==> src/rtl/bip_pkg.sv <==
// -----------------------------------------------------------------------------
// bip_pkg
// Shared definitions for the BIP fetch/decode control unit: default widths,
// opcode values, accumulator/ALU source encodings, ALU op encodings and the
// control FSM state codes.
// -----------------------------------------------------------------------------
package bip_pkg;

  // Default widths
  localparam int LEN_ADDR   = 11;
  localparam int LEN_DATA   = 16;
  localparam int LEN_OPCODE = 5;
  localparam int LEN_COUNT  = 16;

  // Opcodes (instr[15:11])
  localparam logic [LEN_OPCODE-1:0] OPC_HLT  = 5'b00000;
  localparam logic [LEN_OPCODE-1:0] OPC_STO  = 5'b00001;
  localparam logic [LEN_OPCODE-1:0] OPC_LD   = 5'b00010;
  localparam logic [LEN_OPCODE-1:0] OPC_LDI  = 5'b00011;
  localparam logic [LEN_OPCODE-1:0] OPC_ADD  = 5'b00100;
  localparam logic [LEN_OPCODE-1:0] OPC_ADDI = 5'b00101;
  localparam logic [LEN_OPCODE-1:0] OPC_SUB  = 5'b00110;
  localparam logic [LEN_OPCODE-1:0] OPC_SUBI = 5'b00111;

  // Accumulator source select
  localparam logic [1:0] SEL_A_MEM = 2'd0;
  localparam logic [1:0] SEL_A_IMM = 2'd1;
  localparam logic [1:0] SEL_A_ALU = 2'd2;

  // ALU B source select
  localparam logic SEL_B_MEM = 1'b0;
  localparam logic SEL_B_IMM = 1'b1;

  // ALU operation
  localparam logic ALU_ADD = 1'b0;
  localparam logic ALU_SUB = 1'b1;

  // Control FSM states
  localparam logic [1:0] ST_FILL = 2'd0;
  localparam logic [1:0] ST_RUN  = 2'd1;
  localparam logic [1:0] ST_HALT = 2'd2;

endpackage

==> src/rtl/bip_decoder.sv <==
// -----------------------------------------------------------------------------
// bip_decoder
// Purely combinational opcode decoder. Outputs are the raw decode of the
// opcode; the caller gates them with FSM state and enable.
// Ports:
//   i_opcode  opcode field of the instruction word
//   o_wr_acc  accumulator write enable
//   o_sel_a   accumulator source (memory / immediate / ALU)
//   o_sel_b   ALU B source (memory / immediate)
//   o_op      ALU operation (add / sub)
//   o_wr_ram  data memory write
//   o_rd_ram  data memory read
//   o_is_hlt  instruction is HLT
// -----------------------------------------------------------------------------
module bip_decoder
  import bip_pkg::*;
#(
  parameter int len_opcode = LEN_OPCODE
) (
  input  logic [len_opcode-1:0] i_opcode,
  output logic                  o_wr_acc,
  output logic [1:0]            o_sel_a,
  output logic                  o_sel_b,
  output logic                  o_op,
  output logic                  o_wr_ram,
  output logic                  o_rd_ram,
  output logic                  o_is_hlt
);

  always_comb begin
    o_wr_acc = 1'b0;
    o_sel_a  = SEL_A_MEM;
    o_sel_b  = SEL_B_MEM;
    o_op     = ALU_ADD;
    o_wr_ram = 1'b0;
    o_rd_ram = 1'b0;
    o_is_hlt = 1'b0;
    case (i_opcode)
      OPC_HLT: o_is_hlt = 1'b1;
      OPC_STO: o_wr_ram = 1'b1;
      OPC_LD: begin
        o_rd_ram = 1'b1;
        o_wr_acc = 1'b1;
        o_sel_a  = SEL_A_MEM;
      end
      OPC_LDI: begin
        o_wr_acc = 1'b1;
        o_sel_a  = SEL_A_IMM;
      end
      OPC_ADD: begin
        o_rd_ram = 1'b1;
        o_wr_acc = 1'b1;
        o_sel_a  = SEL_A_ALU;
        o_sel_b  = SEL_B_MEM;
        o_op     = ALU_ADD;
      end
      OPC_ADDI: begin
        o_wr_acc = 1'b1;
        o_sel_a  = SEL_A_ALU;
        o_sel_b  = SEL_B_IMM;
        o_op     = ALU_ADD;
      end
      OPC_SUB: begin
        o_rd_ram = 1'b1;
        o_wr_acc = 1'b1;
        o_sel_a  = SEL_A_ALU;
        o_sel_b  = SEL_B_MEM;
        o_op     = ALU_SUB;
      end
      OPC_SUBI: begin
        o_wr_acc = 1'b1;
        o_sel_a  = SEL_A_ALU;
        o_sel_b  = SEL_B_IMM;
        o_op     = ALU_SUB;
      end
      default: ; // unassigned opcodes execute as NOP
    endcase
  end

endmodule

==> src/rtl/bip_control.sv <==
// -----------------------------------------------------------------------------
// bip_control
// Fetch/decode control unit of the BIP processor. Owns the program counter,
// drives the program memory address and decodes the word memory returns one
// cycle later. Halts on HLT and counts committed instructions.
// Ports:
//   clk          rising-edge clock
//   reset        asynchronous active-high reset
//   enable       commit permission; low stalls the unit
//   instr        instruction word from program memory (registered read)
//   addr         program memory address
//   operand      instr[len_addr-1:0], raw
//   wr_acc       accumulator write enable
//   sel_a        accumulator source select
//   sel_b        ALU B source select
//   op           ALU operation
//   wr_ram       data memory write
//   rd_ram       data memory read
//   halt         processor halted
//   instr_count  committed instruction count (saturating)
// -----------------------------------------------------------------------------
module bip_control
  import bip_pkg::*;
#(
  parameter int len_addr   = LEN_ADDR,
  parameter int len_data   = LEN_DATA,
  parameter int len_opcode = LEN_OPCODE,
  parameter int len_count  = LEN_COUNT
) (
  input  logic                 clk,
  input  logic                 reset,
  input  logic                 enable,
  input  logic [len_data-1:0]  instr,
  output logic [len_addr-1:0]  addr,
  output logic [len_addr-1:0]  operand,
  output logic                 wr_acc,
  output logic [1:0]           sel_a,
  output logic                 sel_b,
  output logic                 op,
  output logic                 wr_ram,
  output logic                 rd_ram,
  output logic                 halt,
  output logic [len_count-1:0] instr_count
);

  logic [1:0]           r_state;
  logic [len_addr-1:0]  r_pc;      // next fetch address
  logic [len_addr-1:0]  r_pc_dec;  // address of the word currently on instr
  logic [len_count-1:0] r_count;

  logic                 w_commit;
  logic                 w_dec_wr_acc;
  logic [1:0]           w_dec_sel_a;
  logic                 w_dec_sel_b;
  logic                 w_dec_op;
  logic                 w_dec_wr_ram;
  logic                 w_dec_rd_ram;
  logic                 w_dec_is_hlt;

  bip_decoder #(
    .len_opcode (len_opcode)
  ) u_dec (
    .i_opcode (instr[len_data-1 -: len_opcode]),
    .o_wr_acc (w_dec_wr_acc),
    .o_sel_a  (w_dec_sel_a),
    .o_sel_b  (w_dec_sel_b),
    .o_op     (w_dec_op),
    .o_wr_ram (w_dec_wr_ram),
    .o_rd_ram (w_dec_rd_ram),
    .o_is_hlt (w_dec_is_hlt)
  );

  // The word on instr is valid and allowed to commit this cycle.
  assign w_commit = (r_state == ST_RUN) && enable;

  assign wr_acc = w_commit & w_dec_wr_acc;
  assign sel_a  = w_commit ? w_dec_sel_a : 2'b00;
  assign sel_b  = w_commit & w_dec_sel_b;
  assign op     = w_commit & w_dec_op;
  assign wr_ram = w_commit & w_dec_wr_ram;
  assign rd_ram = w_commit & w_dec_rd_ram;

  // When not advancing, re-present pc_dec so memory keeps returning the
  // word that is waiting to commit (stall) or the HLT word (halted).
  assign addr = ((r_state == ST_FILL) || w_commit) ? r_pc : r_pc_dec;

  assign operand     = instr[len_addr-1:0];
  assign halt        = (r_state == ST_HALT);
  assign instr_count = r_count;

  always_ff @(posedge clk or posedge reset) begin
    if (reset) begin
      r_state  <= ST_FILL;
      r_pc     <= '0;
      r_pc_dec <= '0;
      r_count  <= '0;
    end else begin
      case (r_state)
        ST_FILL: begin
          // Memory output is not yet valid; just start the pipeline.
          r_state  <= ST_RUN;
          r_pc_dec <= r_pc;
          r_pc     <= r_pc + 1'b1;
        end
        ST_RUN: begin
          if (enable) begin
            if (r_count != {len_count{1'b1}}) begin
              r_count <= r_count + 1'b1;
            end
            if (w_dec_is_hlt) begin
              r_state <= ST_HALT;
            end else begin
              r_pc_dec <= r_pc;
              r_pc     <= r_pc + 1'b1;  // wraps silently at the top
            end
          end
        end
        default: ; // HALT (and the unused code) hold until reset
      endcase
    end
  end

endmodule

==> config.mk <==
export PLATFORM = sky130hd
export DESIGN_NAME = bip_control
export DESIGN_NICKNAME = d
export VERILOG_FILES = /design/src/rtl/bip_pkg.sv /design/src/rtl/bip_decoder.sv /design/src/rtl/bip_control.sv
export SDC_FILE = /design/constraint.sdc
export NUM_CORES = 1
export LEC_CHECK = 0
export ABC_AREA = 1
export BUFFER_PORTS_ARGS = -buffer_cell sky130_fd_sc_hd__buf_2
export CORE_MARGIN = 2
export CORE_UTILIZATION = 40
export CTS_BUF_LIST = sky130_fd_sc_hd__clkbuf_8 sky130_fd_sc_hd__clkbuf_16
export CTS_CLUSTER_SIZE = 24
export DETAILED_ROUTE_END_ITERATION = 7
export SLEW_MARGIN = 20
export SYNTH_ARGS = -nofsm -noshare
export SYNTH_HDL_FRONTEND = slang
export SYNTH_SLANG_ARGS = --single-unit
==> constraint.sdc <==
create_clock -name clk -period 3.1 [get_ports clk]
set_input_delay 0.465 -clock clk [delete_from_list [all_inputs] [get_ports clk]]
set_output_delay 0.465 -clock clk [all_outputs]
set_load 0.02 [all_outputs]
==> results.sh <==
export IMPL_tritoncts="built"
export IMPL_ys_seq_area_share_pct=41.07
export IMPL_timing_critical_path_to_type="output pin"
export IMPL_first_global_vias=1854
export IMPL_final_common_cell="nand2_1"
export IMPL_worst_setup_path_type="flop to output pin"
export IMPL_fin_worst_skew_ns=0.007392
export IMPL_critical_path_arrival_ns=1.87
export IMPL_dp_worst_setup_slack_ns=0.9116
export IMPL_final_min_period_over_clock_period_pct=75.24
export IMPL_grt_pass1_wl_um=8666
export IMPL_instances_no_fill=454
export IMPL_postSynthRegisterBits=40
export IMPL_hold_slack_ns=0.2927
export IMPL_r2r_end="r_pc_dec[7]"
export IMPL_combinational_family_with_the_most_area_after_synthesis="simple AND/OR/NAND/NOR gates"
export IMPL_final_setup_worst_slack_ns=0.7677
export IMPL_synth_xor_area_share_pct=2.875
export IMPL_start_util_pct=41.17
export IMPL_wl_um=5112
export IMPL_nFillCells=620
export IMPL_peakVddDrop_mv=0.2298
export IMPL_timing_final_crit_period_ns=2.332
export IMPL_grt_max_degree=41
export IMPL_area_growth_syn_to_layout_pct=11.24
export IMPL_postCtsHoldBufs=0
export IMPL_worst_skew_pair_late_latency_ns=0.29
export IMPL_place_detailed_instances=447
export IMPL_design_core_area_um2=5921
export IMPL_place_congestion=0.7740
export IMPL_cts_resized=0
export IMPL_synth_compound_area_share_pct=8.265
export IMPL_worstMarginPinSlew_ns=0.8201
export IMPL_vias_per_cell=4.700
export IMPL_cp_slowest_cell="o21ai_2"
export IMPL_syn_inst=347
export IMPL_remaining_drc_errors=0
export IMPL_layout_drive_gt1_share_pct=18.21
export IMPL_timing_critical_path_cells="inv_2 -> o21ai_2 -> nor2_1 -> a21oi_1 -> buf_2"
export IMPL_num_antenna_cells=0
export IMPL_routedWlPerCell_um=11.26
export IMPL_cellPowerDensity_nw_per_um2=343.3
export IMPL_clkTransAtPathRegs_ns=0.08
export IMPL_syn_avg_cell_area_um2=7.024
export IMPL_netlist_area_um2=2437
export IMPL_cts_buffers=5
export IMPL_worst_path_max_fanout=23
export IMPL_syn_nets=368
export IMPL_detailedRoute_firstPassIterationCount=4
export IMPL_io_pins=65
export IMPL_synth_largest_type_area_fraction_pct=41.07
export IMPL_final_hold_viol_count=0
export IMPL_grt_setup_unrepaired="false"
export IMPL_die_area_um2=6734
export IMPL_crit_path_start_kind="flop"
export IMPL_ys_top_cells_by_area="dfrtp_1 (41%), nand2_1 (19%), inv_1 (6.2%), nor2_1 (4.6%), o21ai_0 (4.1%)"
export IMPL_maxSlewViolCount=0
export IMPL_synthAdderAreaFrac_pct=1.027
export IMPL_timing_slew_headroom_pct=45.32
export IMPL_outcome="completed"
export IMPL_ys_warn_count=0
export IMPL_crit_path_start="r_state[0]"
export IMPL_postCtsSetupBuffers=0
export IMPL_final_antenna_net_count=0
export IMPL_synth_cell_type_count=26
export IMPL_htree_levels=2
export IMPL_setup_tns_final_ns=0
export IMPL_cpPeakStageDelay_ns=0.64
export IMPL_max_cap_viol_count=0
export IMPL_hp_class="input pin to async pin"
export IMPL_gr_usage_all_layers_pct=16.72
export IMPL_worst_r2r_cell_count=6
export IMPL_crit_end="addr[0]"
export IMPL_worst_endpoint_required_ns=2.63
export IMPL_die_w_um=82.06
export IMPL_portBuffers=42
export IMPL_reg_to_reg_startpoint="r_state[0]"
export IMPL_maxClockFrequency_mhz=428.8
export IMPL_p_leak_nw=1.411
export IMPL_routed_via_count=2134
export IMPL_cts_sinks=40
export IMPL_rows=28
export IMPL_synth_top_cell_by_area="dfrtp_1"
export IMPL_setup_viol_count_final=0
export IMPL_grt_antenna_before_repair=0
export IMPL_synth_simple_gate_area_share_pct=34.34
export IMPL_most_frequent_cells_in_the_layout="nand2_1 (125), buf_2 (42), inv_1 (40), dfrtp_1 (40), nor2_1 (30)"
export IMPL_cts_root_buffer_cell="clkbuf_8"
export IMPL_r2r_setup_slack_ns=1.06
export IMPL_place_hpwl_um=3771
export IMPL_die_height_um=82.06
export IMPL_layout_nets=400
export IMPL_cts_path_max_buffers=2
export IMPL_global_route_overflow_total=0
export IMPL_synthMuxAreaShare_pct=0
export IMPL_detailedRoute_firstIterationViolations=84
[per-layer routing]
layer  up-vias  wire, µm  track usage, %
met5         -         0               0
met4         0        67           5.333
met3         7       237           2.967
li1       1130         -               -
met2        39      2278           25.93
met1       958      2529           23.65
[critical path: cells and delay by family, from the launching register on]
kind,cells,cell delay [ns]
compound gates,2,0.79
buf+inv,2,0.24
flops,1,0.42
simple gates,1,0.12
[worst min-delay path by stage]
| stage | cells past startpoint | from | end |
|---|---|---|---|
| global route | 3 | reset | r_pc[4] |
| detailed placement | 2 | r_pc[9] | r_pc[9] |
| finish | 3 | reset | r_pc_dec[2] |
| CTS | 3 | reset | instr_count[3] |
| global placement | 2 | r_pc[9] | r_pc[9] |
| floorplan | 2 | r_pc[9] | r_pc[9] |
[cell type report]
cell class              instances  area (µm²)  share of cell area [%]
clock buffers                   7       96.34                   3.553
inverters                      45       168.9                   6.230
multi-input cells             244        1134                   41.81
flip-flops and latches         40        1001                   36.92
well taps                      75       93.84                   3.461
repair buffers                 43       217.7                   8.030
[state kept, by name, indices dropped and copies added, names as in the netlist]
signal       flops
r_state          2
r_pc            11
instr_count     16
r_pc_dec        11
[metrics by stage]
step	total power, W	utilization (%)	instance area, µm²
2_1_floorplan	0.0005723	-	2437
3_3_place_gp	0.0005654	44.17	2615
3_5_place_dp	0.0005658	44.17	2615
4_1_cts	0.0009437	45.79	2711
5_1_grt	0.0009695	45.79	2711
6_report	0.0009307	45.79	2711
[cell usage after synthesis]
cell type  instances
nor3_1             5
o21ai_1           12
or2_2              1
o2111ai_1          1
nor2_4             4
dfrtp_1           40
nand3b_1           4
nand2_2            5
inv_2              5
clkbuf_1           1
nand2_1          125
xor2_1             8
nor2_2             3
buf_4             13
a21oi_1            2
inv_1             40
buf_2              2
o22ai_1            1
nand4_1            3
ha_1               2
o21ai_2            1
o21ai_0           20
nand3_1           16
buf_6              2
nor2_1            30
a22oi_1            1
[power breakdown]
part	switching [W]	internal [W]	total [W]
Combinational	0.0000221	0.00000781	0.0000299
Sequential	0.00000183	0.000523	0.000524
Clock	0.000178	0.000198	0.000376
[logic make-up after synthesis]
family,count (synthesis)
AOI/OAI and AO/OA,38
xor gates and xnor gates,8
adders and majority gates,2
buffers and inverters,63
DFF,40
and+or+nand+nor,196
Note: power is estimated with default switching activity, not from simulation.
